File: src/rtl/seg7_scan_decoder.sv
// Recovers hex nibbles from a multiplexed 7-segment bus and emits one frame per full digit scan.
// Optional: define SEG7_SCAN_ERRCNT_EN to add a saturating err_count output.
module seg7_scan_decoder #(
    parameter int DIGITS        = 4,
    parameter int STABLE_CYCLES = 4,
    parameter int ACTIVE_LOW    = 0
) (
    input  logic                  clock,
    input  logic                  reset,
    input  logic [6:0]            seg,
    input  logic [DIGITS-1:0]     seg_dig,
    output logic [4*DIGITS-1:0]   frame_hex,
    output logic [DIGITS-1:0]     frame_blank,
    output logic [DIGITS-1:0]     frame_err,
    output logic                  frame_valid,
    input  logic                  frame_ready,
    output logic                  overflow
`ifdef SEG7_SCAN_ERRCNT_EN
    ,
    output logic [7:0]            err_count
`endif
);

    localparam logic [7:0] CNT_LAST = 8'(STABLE_CYCLES - 1);

    typedef enum logic [1:0] {IDLE, SETTLE, HOLD} state_t;

    logic [6:0]                   seg_meta_q, seg_sync_q;
    logic [DIGITS-1:0]            dig_meta_q, dig_sync_q;
    logic [6+DIGITS:0]            prev_q;
    state_t                       state_q;
    logic [7:0]                   cnt_q;
    logic [DIGITS-1:0]            seen_q, seen_d;
    logic [DIGITS-1:0][3:0]       sh_nib_q;
    logic [DIGITS-1:0]            sh_blank_q, sh_err_q;

    logic [6:0]                   seg_v;
    logic                         change, onehot, capture, seen_full, slot_free, xfer;
    logic [DIGITS-1:0]            cap_mask;
    logic [3:0]                   dec_nib;
    logic                         dec_blank, dec_err;

    always_ff @(posedge clock or posedge reset) begin
        if (reset) begin
            seg_meta_q <= '0;
            seg_sync_q <= '0;
            dig_meta_q <= '0;
            dig_sync_q <= '0;
        end else begin
            seg_meta_q <= seg;
            seg_sync_q <= seg_meta_q;
            dig_meta_q <= seg_dig;
            dig_sync_q <= dig_meta_q;
        end
    end

    assign seg_v     = (ACTIVE_LOW != 0) ? ~seg_sync_q : seg_sync_q;
    assign change    = {seg_sync_q, dig_sync_q} != prev_q;
    assign onehot    = (dig_sync_q != '0) &&
                       ((dig_sync_q & (dig_sync_q - DIGITS'(1))) == '0);
    assign capture   = (state_q == SETTLE) && onehot && !change && (cnt_q == CNT_LAST);
    assign cap_mask  = capture ? dig_sync_q : '0;
    assign seen_full = &seen_q;
    assign slot_free = !frame_valid || frame_ready;
    assign xfer      = seen_full && slot_free;
    // A capture landing on the transfer cycle seeds the freshly cleared mask.
    assign seen_d    = xfer ? cap_mask : (seen_q | cap_mask);

    always_comb begin
        dec_nib   = 4'h0;
        dec_blank = 1'b0;
        dec_err   = 1'b0;
        case (seg_v)
            7'h3F: dec_nib = 4'h0;
            7'h06: dec_nib = 4'h1;
            7'h5B: dec_nib = 4'h2;
            7'h4F: dec_nib = 4'h3;
            7'h66: dec_nib = 4'h4;
            7'h6D: dec_nib = 4'h5;
            7'h7D: dec_nib = 4'h6;
            7'h07: dec_nib = 4'h7;
            7'h7F: dec_nib = 4'h8;
            7'h6F: dec_nib = 4'h9;
            7'h77: dec_nib = 4'hA;
            7'h7C: dec_nib = 4'hB;
            7'h39: dec_nib = 4'hC;
            7'h5E: dec_nib = 4'hD;
            7'h79: dec_nib = 4'hE;
            7'h71: dec_nib = 4'hF;
            7'h00: dec_blank = 1'b1;
            default: dec_err = 1'b1;
        endcase
    end

    always_ff @(posedge clock or posedge reset) begin
        if (reset) begin
            prev_q      <= '0;
            state_q     <= IDLE;
            cnt_q       <= '0;
            seen_q      <= '0;
            sh_nib_q    <= '0;
            sh_blank_q  <= '0;
            sh_err_q    <= '0;
            frame_hex   <= '0;
            frame_blank <= '0;
            frame_err   <= '0;
            frame_valid <= 1'b0;
            overflow    <= 1'b0;
        end else begin
            prev_q <= {seg_sync_q, dig_sync_q};

            case (state_q)
                IDLE: begin
                    if (onehot) begin
                        state_q <= SETTLE;
                        cnt_q   <= 8'd1;
                    end
                end
                SETTLE: begin
                    if (!onehot)                state_q <= IDLE;
                    else if (change)            cnt_q   <= 8'd1;
                    else if (cnt_q == CNT_LAST) state_q <= HOLD;
                    else                        cnt_q   <= cnt_q + 8'd1;
                end
                HOLD: begin
                    if (change) begin
                        if (onehot) begin
                            state_q <= SETTLE;
                            cnt_q   <= 8'd1;
                        end else begin
                            state_q <= IDLE;
                        end
                    end
                end
                default: state_q <= IDLE;
            endcase

            for (int i = 0; i < DIGITS; i++) begin
                if (cap_mask[i]) begin
                    sh_nib_q[i]   <= dec_nib;
                    sh_blank_q[i] <= dec_blank;
                    sh_err_q[i]   <= dec_err;
                end
            end
            seen_q <= seen_d;

            if (xfer) begin
                frame_hex   <= sh_nib_q;
                frame_blank <= sh_blank_q;
                frame_err   <= sh_err_q;
                frame_valid <= 1'b1;
            end else if (frame_ready) begin
                frame_valid <= 1'b0;
            end

            if (capture && seen_full && !slot_free)
                overflow <= 1'b1;
        end
    end

`ifdef SEG7_SCAN_ERRCNT_EN
    logic [7:0] err_cnt_q;

    always_ff @(posedge clock or posedge reset) begin
        if (reset)
            err_cnt_q <= '0;
        else if (capture && dec_err && (err_cnt_q != 8'hFF))
            err_cnt_q <= err_cnt_q + 8'd1;
    end

    assign err_count = err_cnt_q;
`endif

endmodule

File: config.mk
export PLATFORM = sky130hd
export DESIGN_NAME = seg7_scan_decoder
export DESIGN_NICKNAME = d
export VERILOG_FILES = /design/src/rtl/seg7_scan_decoder.sv
export SDC_FILE = /design/constraint.sdc
export NUM_CORES = 1
export LEC_CHECK = 0
export CELL_PAD_IN_SITES_DETAIL_PLACEMENT = 1
export CELL_PAD_IN_SITES_GLOBAL_PLACEMENT = 1
export CORE_AREA = 2 2 98 100
export DETAILED_ROUTE_END_ITERATION = 10
export DIE_AREA = 0 0 100 102
export GPL_TIMING_DRIVEN = 0
export PLACE_DENSITY_LB_ADDON = 0.1
export SETUP_SLACK_MARGIN = 0.3
export SYNTH_ARGS = -nofsm -noshare
export SYNTH_HDL_FRONTEND = slang
export SYNTH_SLANG_ARGS = --single-unit
export TNS_END_PERCENT = 100
File: constraint.sdc
create_clock -name clock -period 8.1 [get_ports clock]
set_input_delay 1.62 -clock clock [delete_from_list [all_inputs] [get_ports clock]]
set_output_delay 1.62 -clock clock [all_outputs]
set_load 0.1 [all_outputs]
**Yosys cells after proc, flatten, opt, wreduce, memory -nomap -nowiden**

Cells that the tools add are included.
Widths: inputs -> output; s select.

- $add $sub $neg: 2
- Reduce and logical (&&, ||, !) cells: 21
- Bitwise logic cells: 2
- Equality and inequality tests: 26
- Mux-type cells: 20

Operators with widths:

| cell | count |
|---|---|
| $eq 7x7->1 const B | 12 |
| $pmux 4 s15 | 1 |
| $mux 8 | 5 |
| $pmux 8 s3 | 1 |
| $reduce_or 17->1 | 1 |
| $eq 7x3->1 const B | 2 |
| $eq 7x6->1 const B | 2 |
| $reduce_and 4->1 | 3 |
| $ne 11x11->1 | 1 |
| $mux 2 | 5 |
| $add 8x1->8 const B | 1 |
| $eq 8x2->1 const B | 1 |
| $mux 4 | 2 |
| $logic_and 1x1->1 | 7 |
| $logic_not 7->1 | 1 |
| $ne 2x2->1 const B | 3 |
| $ne 3x3->1 const B | 2 |
| $pmux 2 s3 | 1 |
| $mux 1 | 5 |
| $and 4x4->4 | 1 |
| $logic_not 4->1 | 1 |
| $or 4x4->4 | 1 |
| $reduce_bool 4->1 | 1 |
| $sub 4x1->4 const B | 1 |
| 8 further kinds | 10 |

- Bits of input ports: 14
- Register bits after elaboration: 97
- Output and inout bits: 26

**Longest topological paths before layout**

- Depth after elaboration: 10
- Gate-level depth with buffers: 8
- Mapped depth without buffers: 7

**Least setup slack after synthesis**

Ideal clock, no wire load.

- Kind: in2reg
- Start: input frame_ready
- End: register frame_blank[3]
- Path slack: 5.424 ns
- Cell stages on the path: 6
- Arrival: 2.607 ns
- Required time: 8.032 ns
- Library setup time: 0.068 ns
- Cells stage by stage: nand2b_1 > nand2b_1 > clkbuf_1 > buf_1 > nand2_1 > nand2_1

- Cells in the longest elaborated chain, start to end: 2

Ends and longest elaborated chain:

| item | line | text |
|---|---|---|
| from (decl) | 16 | `input logic frame_ready,` |
| $logic_or 1x1->1 | 64 | `assign slot_free = !frame_valid \|\| frame_ready;` |
| $logic_and 1x1->1 | 65 | `assign xfer = seen_full && slot_free;` |
| to (signal assigned) | 149 | `frame_blank <= sh_blank_q;` |
| to (decl) | 13 | `output logic [DIGITS-1:0] frame_blank,` |

No other way between the ends.
A chain may end at the register's enable or synchronous reset.

**Worst setup path after layout**

- Start: register frame_err[2]
- End: output frame_err[2]

RTL lines:

| item | line | text |
|---|---|---|
| from (decl) | 14 | `output logic [DIGITS-1:0] frame_err,` |
| from (signal assigned) | 150 | `frame_err <= sh_err_q;` |

No word-level cell between the ends.

==> run_results.csv <==
group,metric,value,unit
synth,syn_inst,353,
clock_tree,cts-root-buf,"clkbuf_8",
cells_and_area,drive_above_1_share,13.4,%
worst_setup_path,crit_cells,1,
synth,synth_seq_cells,97,
worst_setup_path,crit_path_start,"frame_err[2]",
synth,synth_edf_count,0,
cells_and_area,areaGrowthSynthToFinish,19.4,%
die,row_count,35,
worst_setup_path,r2r_start,"cnt_q[0]",
clock_tree,h-tree-depth,3,
worst_setup_path,crit_type,"reg2out",
status,outcome,"finished, final reports clean",
die,pin_count,40,
synth,synthFlopType,"dfrtp_1",
hold_path,min_path_type,"reg2reg",
worst_setup_path,crit_end,"frame_err[2]",
cells_and_area,area.sequential,0.00243,sq mm
flow_run,drv_cap,0,
drt,drt_iter0_drc,54,
drt,postRouteAntennaNets,0,
drt,drc,0,
worst_setup_path,arrival,1.90,ns
synth,synthArstFlopShare,100,%
worst_setup_path,critPathMaxStageDelay,1.14,ns
die,coreArea,0.00911,sq mm
global_route,use_met3,3.35,%
cells_and_area,multi_input_area,0.00147,sq mm
sta,drv_slew,0,
clock_tree,cts_buffers,9,
global_route,grt-busiest-layer,"met2",
synth,ys_types,49,
sta,fmax,0.284,GHz
cells_and_area,final_area,0.00478,sq mm
sta,rsz0062_at_grt,"no",
worst_setup_path,path_cells,"clkdlybuf4s50_1",
worst_setup_path,cp.buffers_inverters,1,
synth,synth_warnings,0,
clock_tree,clk_pin_slew,0.11,ns
pwr,power_density,187,mW/mm^2
global_route,use_met2,28.1,%
clock_tree,tritoncts,"done",
clock_tree,clockBufferDepth,2,
worst_setup_path,end_kind,"primary output",
clock_tree,hold_buffers,0,
global_route,grt_pass1_vias,2750,
sta,finalClockSkew,0.0139,ns
cells_and_area,antenna_cells,0,
placed_design,port_buffers,39,
global_route,antenna_found_initial,0,
worst_setup_path,regToRegSetupSlack,5.47,ns
sta,finalCritPeriodShare,43.5,%
cells_and_area,fin_nets,419,
sta,setup_tns,0,ns
worst_setup_path,crit_slowest_cell,"clkdlybuf4s50_1",
worst_setup_path,crit_family,"buffers and inverters",
clock_tree,cts.repair.resized,0,
synth,netlist_area,0.00400,sq mm
placed_design,gp_congestion,0.852,
clock_tree,postCtsSetupRepairBufs,0,
sta,period_minus_slack,3.52,ns
synth,syn_avg_cell_area,11.3,sq um
drt,vias,2744,
global_route,grt_overflow,0,
drt,wirelength,8.31,mm
cells_and_area,n_fill_cell,1003,
worst_setup_path,reg2reg_to,"sh_blank_q[1]",
drt,drtPass1Iterations,4,
cells_and_area,final_cell_mix,"dfrtp_1 (97), nand2_1 (86), clkdlybuf4s50_1 (39)",
worst_setup_path,start_kind,"flip-flop",
drt,vias_per_cell,5.28,
cells_and_area,final_common_cell,"dfrtp_1",
placed_design,placed_area,0.00456,sq mm
sta,slew_headroom,35.0,%
pwr,peakVddDrop,109,uV
sta,setup_violations,0,
pwr,p_leak,2.23,nW
sta,worst_slew_pin_slew,0.972,ns
synth,synth_nets,368,
clock_tree,cts.sinks,97,
global_route,grt_usage,17.8,%
placed_design,dp_hpwl,5.88,mm
die,start_util,43.9,%
global_route,met1_usage,24.7,%
worst_setup_path,r2r_cells,5,
die,die_y,102,um
worst_setup_path,cp_max_fo,2,
worst_setup_path,worst_ep_required_time,6.48,ns
drt,wl_per_cell,16.0,um
synth,synth_seq_area_share,60.7,%
global_route,grt_start_max_net_pins,50,
global_route,grt_pass1_wl,14.1,mm
clock_tree,clk_latency,0.37,ns
die,die_area,0.0102,sq mm
die,dieWidth,100,um
sta,hold_viol,0,
[kinds of logic after synthesis]
family / count (synthesis) / synth area share (%)
compound gates: 40 / 7.82
xor+xnor: 14 / 3.07
flops: 97 / 60.7
mux: 25 / 7.01
fa+ha+maj: 1 / 0.313
simple gates: 153 / 18.6
buf+inv: 23 / 2.50
[how the worst min path moves through the flow]
| stage | slack (ns) | cells after the start | to | from |
|---|---|---|---|---|
| floorplan | 0.33 | 0 | dig_sync_q[0] | dig_meta_q[0] |
| global placement | 0.33 | 0 | dig_sync_q[1] | dig_meta_q[1] |
| detailed placement | 0.34 | 0 | dig_sync_q[3] | dig_meta_q[3] |
| CTS | 0.36 | 0 | seg_sync_q[4] | seg_meta_q[4] |
| global route | 0.37 | 0 | seg_sync_q[6] | seg_meta_q[6] |
| finish | 0.36 | 0 | seg_sync_q[4] | seg_meta_q[4] |
[routing by layer]
metal	share of wire, %	vias to the layer above
li1	-	1316
met4	1.6	0
met5	0	-
met2	47	40
met1	50	1375
met3	2.2	13
[cell type report]
class	count	share of cell area, %
inverter	5	0.445
timing repair buffer	40	8.75
clock buffer	9	2.59
multi-input combinational	233	30.8
sequential	97	50.8
tap	111	2.91
buffer	18	1.70
clock inverter	7	1.94
[report_power, final]
part	internal (mW)	switching [mW]
logic	0.0196	0.0322
clock network	0.152	0.189
registers	0.493	0.00719
total	0.664	0.228
[cells in the mapped netlist, drive strengths merged (2+ instances only)]
cell | n | area, sq um
nand2b | 5 | 31.3
nor3 | 5 | 30.0
a211o | 2 | 17.5
o41ai | 2 | 17.5
mux2 | 24 | 270
nor2 | 12 | 45.0
a31oi | 2 | 12.5
nand3 | 11 | 55.1
clkbuf | 11 | 41.3
and4 | 2 | 22.5
a21oi | 7 | 35.0
o22ai | 3 | 18.8
nor4 | 7 | 65.1
nand4 | 6 | 37.5
inv | 5 | 18.8
a211oi | 3 | 35.0
o21a | 2 | 15.0
o31ai | 2 | 15.0
o21ai | 3 | 15.0
and3 | 3 | 18.8
and2 | 3 | 18.8
dfrtp | 97 | 2430
a32oi | 2 | 17.5
or3 | 3 | 18.8
nor2b | 2 | 12.5
nand3b | 2 | 15.0
buf | 7 | 40.0
or4 | 2 | 15.0
a21o | 6 | 45.0
nand2 | 86 | 323
xnor2 | 14 | 123
[through the flow]
| step | hold slack, ns | instances | worst slack (ns) | util, % | total power [mW] |
|---|---|---|---|---|---|
| after floorplan | 0.331 | 353 | 3.95 | - | 0.541 |
| after global placement | 0.332 | 503 | 2.49 | 49.7 | 0.558 |
| after detailed placement | 0.336 | 504 | 4.70 | 50.1 | 0.562 |
| after CTS | 0.362 | 520 | 4.56 | 52.4 | 0.905 |
| after global routing | 0.372 | 520 | 4.52 | 52.4 | 0.930 |
| final | 0.357 | 520 | 4.58 | 52.4 | 0.892 |
[flip-flops by register name, indices dropped and copies added (netlist names)]
register / cells
frame_err: 4
seg_sync_q: 7
sh_nib_q: 16
frame_hex: 16
dig_sync_q: 4
dig_meta_q: 4
cnt_q: 8
prev_q: 11
sh_err_q: 4
frame_blank: 4
seen_q: 4
state_q: 2
sh_blank_q: 4
seg_meta_q: 7
frame_valid: 1
overflow: 1
(Power assumes the default switching activity.)
